`src/rtl/histogram_frame_sequencer.sv`:
```
// Per-frame controller for the 256-bin gray histogram: clears the bin RAM, accumulates pixels with
// read-modify-write forwarding, then sweeps the bins into a cumulative RAM and publishes thresholds.
module histogram_frame_sequencer #(
  parameter int BIN_W = 20,
  parameter int NBINS = 256
) (
  input  logic             iClk,
  input  logic             iRst,
  input  logic             iFval,
  input  logic             iGrayValid,
  input  logic [7:0]       iGray,
  output logic [7:0]       oRdAddr,
  input  logic [BIN_W-1:0] iRdData,
  output logic             oWrEn,
  output logic [7:0]       oWrAddr,
  output logic [BIN_W-1:0] oWrData,
  output logic             oCumWrEn,
  output logic [7:0]       oCumWrAddr,
  output logic [BIN_W-1:0] oCumWrData,
  output logic [7:0]       oThresh25,
  output logic [7:0]       oThresh50,
  output logic [7:0]       oThresh75,
  output logic [BIN_W-1:0] oMaxValue,
  output logic [BIN_W-1:0] oPixCount,
  output logic             oBusy,
  output logic             oDone,
  output logic             oSkip
);

  typedef enum logic [2:0] {INIT_CLR, WAIT_SOF, ACCUM, FLUSH, CUMSUM} state_t;

  localparam logic [8:0] LAST_BIN = 9'(NBINS - 1);
  localparam logic [8:0] SWEEP_END = 9'(NBINS);

  function automatic logic [BIN_W-1:0] sat_inc(input logic [BIN_W-1:0] x);
    return (x == '1) ? x : x + BIN_W'(1);
  endfunction

  function automatic logic [BIN_W-1:0] sat_add(input logic [BIN_W-1:0] a, input logic [BIN_W-1:0] b);
    logic [BIN_W:0] s;
    s = {1'b0, a} + {1'b0, b};
    return s[BIN_W] ? '1 : s[BIN_W-1:0];
  endfunction

  function automatic logic [7:0] pick_thresh(input logic found, input logic [7:0] th, input logic empty);
    return (empty || !found) ? 8'hFF : th;
  endfunction

  state_t           state, state_nx;
  logic [8:0]       cnt;
  logic [7:0]       cnt_lo_m1;
  logic             fval_q, rise, fall, pix_ok, cum_step, publish;
  logic             vld_p0;
  logic [7:0]       bin_p0;
  logic             wr_en_p1, wr_en_p2;
  logic [7:0]       wr_addr_p1, wr_addr_p2;
  logic [BIN_W-1:0] wr_data_p1, wr_data_p2, fwd_p0;
  logic [BIN_W-1:0] pix_cnt, cum, cum_nx, max_sh, max_nx, t25, t50, t75;
  logic             f25, f50, f75;
  logic [7:0]       th25_sh, th50_sh, th75_sh;

  always_comb begin
    rise      = iFval & ~fval_q;
    fall      = ~iFval & fval_q;
    pix_ok    = (state == ACCUM) && iFval && iGrayValid;
    cum_step  = (state == CUMSUM) && (cnt != 9'd0);
    publish   = (state == CUMSUM) && (cnt == SWEEP_END);
    cnt_lo_m1 = cnt[7:0] - 8'd1;
    // RAM data is stale when the same bin was written last cycle or is being written now
    fwd_p0 = iRdData;
    if (wr_en_p1 && wr_addr_p1 == bin_p0)
      fwd_p0 = wr_data_p1;
    else if (wr_en_p2 && wr_addr_p2 == bin_p0)
      fwd_p0 = wr_data_p2;
    cum_nx = sat_add(cum, iRdData);
    max_nx = (iRdData > max_sh) ? iRdData : max_sh;
    t25    = pix_cnt >> 2;
    t50    = pix_cnt >> 1;
    t75    = t50 + t25;
  end

  assign oRdAddr    = (state == ACCUM) ? iGray : cnt[7:0];
  assign oWrEn      = wr_en_p1;
  assign oWrAddr    = wr_addr_p1;
  assign oWrData    = wr_data_p1;
  assign oCumWrEn   = cum_step;
  assign oCumWrAddr = cnt_lo_m1;
  assign oCumWrData = cum_nx;
  assign oBusy      = (state != WAIT_SOF);
  assign oSkip      = rise && (state == INIT_CLR || state == FLUSH || state == CUMSUM);

  always_ff @(posedge iClk or posedge iRst) begin
    if (iRst) state <= INIT_CLR;
    else      state <= state_nx;
  end

  always_comb begin
    state_nx = state;
    case (state)
      INIT_CLR: if (cnt == LAST_BIN) state_nx = WAIT_SOF;
      WAIT_SOF: if (rise) state_nx = ACCUM;
      ACCUM:    if (fall) state_nx = FLUSH;
      FLUSH:    if (cnt == 9'd1) state_nx = CUMSUM;
      CUMSUM:   if (cnt == SWEEP_END) state_nx = WAIT_SOF;
      default:  state_nx = INIT_CLR;
    endcase
  end

  // p0: read issued; p1: write port; p2: write retired last cycle
  always_ff @(posedge iClk or posedge iRst) begin
    if (iRst) begin
      cnt       <= '0;
      fval_q    <= 1'b0;
      vld_p0    <= 1'b0;
      wr_en_p1  <= 1'b0;
      wr_en_p2  <= 1'b0;
      f25       <= 1'b0;
      f50       <= 1'b0;
      f75       <= 1'b0;
      oDone     <= 1'b0;
      oThresh25 <= '0;
      oThresh50 <= '0;
      oThresh75 <= '0;
      oMaxValue <= '0;
      oPixCount <= '0;
    end else begin
      cnt      <= (state_nx != state) ? 9'd0 : cnt + 9'd1;
      fval_q   <= iFval;
      vld_p0   <= pix_ok;
      wr_en_p1 <= (state == INIT_CLR) || cum_step || vld_p0;
      wr_en_p2 <= wr_en_p1;
      oDone    <= publish;
      if (state == FLUSH) begin
        f25 <= 1'b0;
        f50 <= 1'b0;
        f75 <= 1'b0;
      end else if (cum_step) begin
        if (cum_nx >= t25) f25 <= 1'b1;
        if (cum_nx >= t50) f50 <= 1'b1;
        if (cum_nx >= t75) f75 <= 1'b1;
      end
      if (publish) begin
        oThresh25 <= pick_thresh(f25, th25_sh, pix_cnt == '0);
        oThresh50 <= pick_thresh(f50, th50_sh, pix_cnt == '0);
        oThresh75 <= pick_thresh(f75, th75_sh, pix_cnt == '0);
        oMaxValue <= max_nx;
        oPixCount <= pix_cnt;
      end
    end
  end

  always_ff @(posedge iClk) begin
    bin_p0 <= iGray;
    if (state == INIT_CLR) begin
      wr_addr_p1 <= cnt[7:0];
      wr_data_p1 <= '0;
    end else if (state == CUMSUM) begin
      wr_addr_p1 <= cnt_lo_m1;
      wr_data_p1 <= '0;
    end else begin
      wr_addr_p1 <= bin_p0;
      wr_data_p1 <= sat_inc(fwd_p0);
    end
    wr_addr_p2 <= wr_addr_p1;
    wr_data_p2 <= wr_data_p1;
    if (state == WAIT_SOF && rise) pix_cnt <= '0;
    else if (pix_ok)               pix_cnt <= sat_inc(pix_cnt);
    if (state == FLUSH) begin
      cum    <= '0;
      max_sh <= '0;
    end else if (cum_step) begin
      cum    <= cum_nx;
      max_sh <= max_nx;
    end
    if (cum_step && !f25 && cum_nx >= t25) th25_sh <= cnt_lo_m1;
    if (cum_step && !f50 && cum_nx >= t50) th50_sh <= cnt_lo_m1;
    if (cum_step && !f75 && cum_nx >= t75) th75_sh <= cnt_lo_m1;
  end

endmodule
```
`config.mk`:
```
export PLATFORM = sky130hd
export DESIGN_NAME = histogram_frame_sequencer
export DESIGN_NICKNAME = d
export VERILOG_FILES = /design/src/rtl/histogram_frame_sequencer.sv
export SDC_FILE = /design/constraint.sdc
export NUM_CORES = 1
export LEC_CHECK = 0
export BUFFER_PORTS_ARGS = -buffer_cell sky130_fd_sc_hd__buf_2
export CAP_MARGIN = 25
export CORE_MARGIN = 2
export CORE_UTILIZATION = 33
export DETAILED_ROUTE_END_ITERATION = 7
export GPL_ROUTABILITY_DRIVEN = 0
export GPL_TIMING_DRIVEN = 0
export PLACE_DENSITY = 0.54
export SLEW_MARGIN = 0
export SYNTH_ARGS = -nofsm -noshare
export SYNTH_HDL_FRONTEND = slang
export SYNTH_SLANG_ARGS = --single-unit
```
`constraint.sdc`:
```
create_clock -name iClk -period 5.65 [get_ports iClk]
set_clock_uncertainty 0.05 [all_clocks]
set_input_delay 0.2825 -clock iClk [delete_from_list [all_inputs] [get_ports iClk]]
set_output_delay 0.2825 -clock iClk [all_outputs]
set_load 0.03 [all_outputs]
```
* Word-level counts from Yosys, hierarchy flattened *
Cells that the tools add are included.
W data, S select, Z words.

cells by class
  bitwise operators = 5
  $add $sub $neg = 6
  reductions and logical operators = 36
  equality and inequality tests = 13
  shift-type cells = 0
  $mul = 0
  multiplexer cells = 27
  $lt $le $gt $ge = 4
  divide/modulo/power cells = 0

operator list
  cell                     number
  $mux W20                 5
  $mux W8                  6
  $add A20 B1 Y20 const B  2
  $eq A20 B20 Y1 const B   2
  $add A20 B20 Y21         1
  $add A19 B18 Y20         1
  $ge A20 B18 Y1           1
  $ge A20 B19 Y1           1
  $ge A20 B20 Y1           1
  $gt A20 B20 Y1           1
  $logic_not A20 Y1        1
  $eq A8 B8 Y1             2
  $mux W3                  5
  $pmux W3 S5              1
  $logic_and A1 B1 Y1      14
  $add A9 B1 Y9 const B    1
  $eq A9 B1 Y1 const B     1
  $eq A9 B8 Y1 const B     1
  $eq A9 B9 Y1 const B     1
  $mux W1                  9
  $mux W9                  1
  $reduce_bool A9 Y1       1
  $reduce_and A2 Y1        4
  $reduce_bool A2 Y1       4
  12 further kinds         24

storage, ports and cells
  RAM bits = 0
  register bits after elaboration = 232
  input port bits = 32
  latch bits = 0
  memory bits (read-only) = 0
  output and inout bits = 133
  memories = 0

* Depth between registers and ports, before layout *
  depth in word-level cells = 6
  mapped depth = 20
  gate-level depth less buffers = 19

* Worst setup path after synthesis *
OpenSTA, ideal clock, no wires.

  path type = register to register
  from = register cum[0]
  to = register th25_sh[0] (enable)
  slack = 0.856 ns
  library setup time = 0.373 ns
  buffers on the path = 0
  cell stages (with the launch flop) = 18
  arrival = 4.371 ns
  period minus slack after synthesis = 4.794 ns
  path through = dfxtp_1 > ha_1 > fa_1 > a21oi_1 > nor2b_1 > a311o_1 > o2111ai_1 > o211ai_1 > a31o_2 > or3b_2 > ha_1 > o21a_1 > o2111ai_1 > o21ai_0 > a21oi_1 > o31a_1 > a31oi_1 > nor2b_1

on the way
  longest elaborated chain between the ends = 4

RTL lines
  what                      RTL line  text
  start: declaration        58        logic [BIN_W-1:0] pix_cnt, cum, cum_nx, max_sh, max_nx, t25, t50, t75;
  start signal: assignment  172       cum <= cum_nx;
  $add A20 B20 Y21          41        s = {1'b0, a} + {1'b0, b};
  $mux W20                  42        return s[BIN_W] ? '1 : s[BIN_W-1:0];
  named net oCumWrData[7]   19        output logic [BIN_W-1:0] oCumWrData,
  $ge A20 B18 Y1            175       if (cum_step && !f25 && cum_nx >= t25) th25_sh <= cnt_lo_m1;
  $logic_and A1 B1 Y1       175
  end signal: assignment    175
  end: declaration          60        logic [7:0] th25_sh, th50_sh, th75_sh;

The timed path passes the listed nets, and every way through them passes these cells.
A chain may end at the register's enable or synchronous reset.

* Worst setup path after layout *
  from = input iRdData[4]
  to = register th25_sh[3] (enable)

on the way
  longest elaborated chain between the ends = 4

RTL lines
  what                 RTL line  text
  start: declaration   13        input logic [BIN_W-1:0] iRdData,
  $add A20 B20 Y21     41
  $mux W20             42
  $ge A20 B18 Y1       175
  $logic_and A1 B1 Y1  175

Every way passes these cells.

==> metrics.txt <==
# TYPE chip_impl_metric gauge
chip_impl_metric{name="grt_pass1_wl",unit="microns"} 63870
chip_impl_metric{name="grt_start_max_net_pins",unit=""} 59
chip_impl_info{name="ys.flop_type",value="sky130_fd_sc_hd__dfxtp_1"} 1
chip_impl_metric{name="initial_cell_density_of_the_core",unit="%"} 33.36
chip_impl_info{name="series_of_cell_instances_along_the_critical_path",value="dlygate4sd3_1 -> buf_2 -> ha_1 -> and2_1 -> o21a_1 -> a311o_1 -> o2111ai_2 -> o211ai_1 -> a31o_2 -> clkbuf_2 -> or2_2 -> ha_1 -> a21o_1 -> a21o_1 -> a21oi_1 -> o21ai_0 -> a21oi_1 -> o31a_1 -> a31oi_2 -> nor2b_4"} 1
chip_impl_metric{name="synth_compound_gate_area_share",unit="%"} 18.12
chip_impl_metric{name="io_pins",unit=""} 165
chip_impl_metric{name="syn_area",unit="sq um"} 13250
chip_impl_metric{name="final-hold-violation-count",unit=""} 0
chip_impl_info{name="critical_path.top_delay_family",value="compound AO/OA/AOI/OAI gates"} 1
chip_impl_info{name="r2r_end",value="th25_sh[3]$_DFFE_PP_"} 1
chip_impl_info{name="timing.critical_path.slowest_stage_cell",value="sky130_fd_sc_hd__dlygate4sd3_1"} 1
chip_impl_metric{name="drv.max_cap_violation_count",unit=""} 0
chip_impl_metric{name="synth_adder_area_share",unit="%"} 12.76
chip_impl_metric{name="ff2ff_setup_slack",unit="ps"} 310
chip_impl_metric{name="vias",unit=""} 11443
chip_impl_metric{name="final_core_utilization",unit="%"} 40.67
chip_impl_metric{name="slew_at_the_pin_closest_to_its_max_slew_limit",unit="ps"} 941.5
chip_impl_info{name="clk_root_buffer_cell",value="sky130_fd_sc_hd__clkbuf_16"} 1
chip_impl_metric{name="die_h",unit="microns"} 204.4
chip_impl_metric{name="ys_async_sr_fraction",unit="%"} 36.21
chip_impl_metric{name="clockBufferDepth",unit=""} 3
chip_impl_metric{name="synth_largest_type_area_fraction",unit="%"} 18.73
chip_impl_metric{name="finalMaxSlewViolations",unit=""} 0
chip_impl_metric{name="total_drc_errors_in_the_routed_layout",unit=""} 0
chip_impl_metric{name="antenna_violations_before_repair",unit=""} 1
chip_impl_metric{name="irDropWorstVdd",unit="mV"} 0.2405
chip_impl_metric{name="total_leakage_power",unit="uW"} 0.007037
chip_impl_metric{name="hpwl",unit="microns"} 31760
chip_impl_metric{name="finish.net_count",unit=""} 1848
chip_impl_metric{name="fin_crit",unit="ps"} 5336
chip_impl_info{name="layout_common_cells",value="sky130_fd_sc_hd__buf_2 (167), sky130_fd_sc_hd__nand2_1 (150), sky130_fd_sc_hd__ha_1 (132)"} 1
chip_impl_metric{name="tritoncts.num_buffers",unit=""} 30
chip_impl_metric{name="cts.clk_slew.worst_paths",unit="ps"} 60
chip_impl_metric{name="yosys_cell_types",unit=""} 76
chip_impl_info{name="startpoint_of_the_lowest_slack_hold_path",value="iGrayValid"} 1
chip_impl_info{name="run_status",value="finished clean"} 1
chip_impl_metric{name="dpl_cell_area",unit="sq um"} 14770
chip_impl_metric{name="synthesis_to_layout_area_growth",unit="%"} 21.93
chip_impl_metric{name="holdPathStages",unit=""} 3
chip_impl_metric{name="power-per-cell-area",unit="nW/um^2"} 381.2
chip_impl_info{name="rsz0062_at_grt",value="no"} 1
chip_impl_info{name="tritoncts",value="done"} 1
chip_impl_info{name="endpoint_with_the_worst_hold_slack",value="vld_p0$_DFF_PP0_"} 1
chip_impl_metric{name="track_usage",unit="%"} 19.56
chip_impl_metric{name="fmax",unit="MHz"} 187.4
chip_impl_metric{name="postLayoutCellArea",unit="sq um"} 16160
chip_impl_metric{name="synth_nets",unit=""} 1618
chip_impl_metric{name="yosysWarningCount",unit=""} 0
chip_impl_info{name="layout.cells.most_common",value="sky130_fd_sc_hd__buf_2"} 1
chip_impl_metric{name="reg2regPathDepth",unit=""} 19
chip_impl_metric{name="syn-instance-count",unit=""} 1452
chip_impl_metric{name="synth_enable_flop_cells",unit=""} 24
chip_impl_metric{name="cp_slowest_stage_delay",unit="ps"} 530
chip_impl_metric{name="floorplan.rows",unit=""} 73
chip_impl_metric{name="setup_viol_count_final",unit=""} 0
chip_impl_metric{name="final_layout_size_suffix_gt1_share",unit="%"} 15.42
chip_impl_metric{name="worst_ep_required_time",unit="ps"} 5840
chip_impl_metric{name="min_period_over_period",unit="%"} 94.43
chip_impl_info{name="start_kind",value="input port"} 1
chip_impl_metric{name="synth_simple_gate_area_share",unit="%"} 16.98
chip_impl_metric{name="drt_iter0_drc",unit=""} 576
chip_impl_metric{name="drt-vias-per-instance",unit=""} 5.127
chip_impl_metric{name="path_buf_inv",unit=""} 3
chip_impl_metric{name="synth_xor_area_share",unit="%"} 6.080
chip_impl_info{name="synth_top_family_by_area",value="compound AO/OA/AOI/OAI gates"} 1
chip_impl_metric{name="yosys-mux-area-fraction",unit="%"} 2.209
chip_impl_info{name="launching_point_of_the_worst_reg2reg_path",value="cum[0]$_SDFFE_PP0P_"} 1
chip_impl_metric{name="drt-pass1-iter-count",unit=""} 5
chip_impl_metric{name="floorplan.die_area",unit="sq um"} 41780
chip_impl_metric{name="clkLatencyLatePin",unit="ps"} 590
chip_impl_metric{name="aggregate_routed_wire_length",unit="microns"} 41080
chip_impl_metric{name="first_global_vias",unit=""} 11360
chip_impl_info{name="setup_crit_path_kind",value="input port to flip-flop"} 1
chip_impl_metric{name="postSynthRegisterBits",unit=""} 232
chip_impl_info{name="top_post_synthesis_cells_by_area",value="sky130_fd_sc_hd__dfxtp_1 (19%), sky130_fd_sc_hd__dfrtp_1 (16%), sky130_fd_sc_hd__ha_1 (12%)"} 1
chip_impl_info{name="synth_area_leader_cell",value="sky130_fd_sc_hd__dfxtp_1"} 1
chip_impl_metric{name="core-area",unit="sq um"} 39730
chip_impl_info{name="crit_path_end_kind",value="flip-flop"} 1
chip_impl_metric{name="die_w",unit="microns"} 204.4
chip_impl_metric{name="place.port_buffers",unit=""} 164
chip_impl_metric{name="cts_num_sinks",unit=""} 232
chip_impl_metric{name="cp.arrival",unit="ps"} 5530
chip_impl_metric{name="grt_overflow_total",unit=""} 0
chip_impl_metric{name="postSynthAreaPerCell",unit="sq um"} 9.127
chip_impl_metric{name="synth_sequential_area_ratio",unit="%"} 40.03
chip_impl_info{name="hold_class",value="input port to flip-flop"} 1
chip_impl_metric{name="cts_max_level",unit=""} 1
chip_impl_metric{name="slew-limit-headroom",unit="%"} 37.10
chip_impl_metric{name="drt.antenna.violating_nets",unit=""} 0
chip_impl_metric{name="routedWlPerCell",unit="microns"} 18.41
chip_impl_metric{name="critPathMaxFanout",unit=""} 10
chip_impl_metric{name="power.total",unit="uW"} 6159
==> what timing repair did <==
action	in CTS	in global routing
hold buffers	30	0
endpoints found under the hold margin	73	0
resized for setup	7	8
setup buffers	0	1
cloned	0	0
endpoints found under the setup margin	16	24
==> how the worst max path moves through the flow <==
| stage | startpoint | endpoint | slack [ps] | depth (start not counted) |
|---|---|---|---|---|
| 2_1_floorplan | cum[0]$_SDFFE_PP0P_ | th25_sh[0]$_DFFE_PP_ | 860 | 17 |
| 5_1_grt | cum[0]$_SDFFE_PP0P_ | th25_sh[3]$_DFFE_PP_ | 20 | 19 |
| 3_3_place_gp | iRdData[0] | th50_sh[0]$_DFFE_PP_ | -630 | 21 |
| 4_1_cts | cum[0]$_SDFFE_PP0P_ | th25_sh[4]$_DFFE_PP_ | 50 | 19 |
| 3_5_place_dp | iRdData[0] | th50_sh[0]$_DFFE_PP_ | -650 | 21 |
| 6_report | iRdData[4] | th25_sh[3]$_DFFE_PP_ | 310 | 20 |
==> state kept, by name, indices dropped and copies added, names as in the netlist, 9 cells and up <==
signal,count
pix_cnt,20
oMaxValue,20
oPixCount,20
cnt,9
max_sh,20
cum,20
wr_data_p2,20
oWrData,20
==> layout make-up <==
| class | count | area (sq um) |
|---|---|---|
| fill | 3998 | 23570 |
| multi-input combinational | 1088 | 7492 |
| sequential | 232 | 5305 |
| timing repair buffer | 198 | 1181 |
| clock buffer | 40 | 848.3 |
| tap | 525 | 656.9 |
| inverter | 71 | 269.0 |
| buffer | 61 | 242.7 |
| clock inverter | 16 | 161.4 |
| antenna | 1 | 2.502 |
==> cells by family (layout without fill, tap and decap cells) <==
kind of cell               Yosys count  after routing
muxes                               28             28
adders and majority gates          134            134
AOI/OAI and AO/OA                  367            367
DFF                                232            232
buffers and inverters              132            386
other                                0              1
xor gates and xnor gates            92             92
and+or+nand+nor                    467            467
==> per-stage QoR <==
stage,worst slack (ps),hold slack [ps],std cells,TNS (ps)
6_report,314.5,38.40,2232,0
3_3_place_gp,-635.0,303.7,2141,-11920
4_1_cts,47.30,25.64,2229,0
5_1_grt,20.97,52.55,2232,0
3_5_place_dp,-648.7,273.8,2143,-10650
2_1_floorplan,855.8,260.2,1452,0
==> metal layers <==
layer	vias up	part of all wire (%)	track usage, %
met5	-	0	0
met4	0	2.5	5.254
met3	61	5.1	3.268
met2	271	47	33.45
met1	5453	45	25.44
li1	5658	-	-
==> where the power goes <==
| part | switching, uW | internal (uW) |
|---|---|---|
| clock | 784 | 1150 |
| combinational | 1410 | 909 |
| sequential | 99.6 | 1820 |
| total | 2290 | 3870 |
==> synthesized netlist by cell type (all sizes together) (10+ instances only) <==
cell type	instances
nand2	150
ha	132
dfxtp	124
nor2	118
o21ai	92
dfrtp	84
a21oi	77
inv	70
xnor2	69
clkbuf	51
nand3	43
a21o	41
a31oi	37
nand2b	29
o22a	25
edfxtp	24
nand4	24
xor2	23
nor3	22
mux2i	18
and3	15
nor2b	14
o31ai	13
and2	12
o21a	11
a211oi	10
buf	10
mux2	10
==> worst min-delay path: stages <==
cell	delay [ps]
sky130_fd_sc_hd__buf_2	100
sky130_fd_sc_hd__nand3_1	190
sky130_fd_sc_hd__inv_1	70
(Power assumes the default switching activity.)
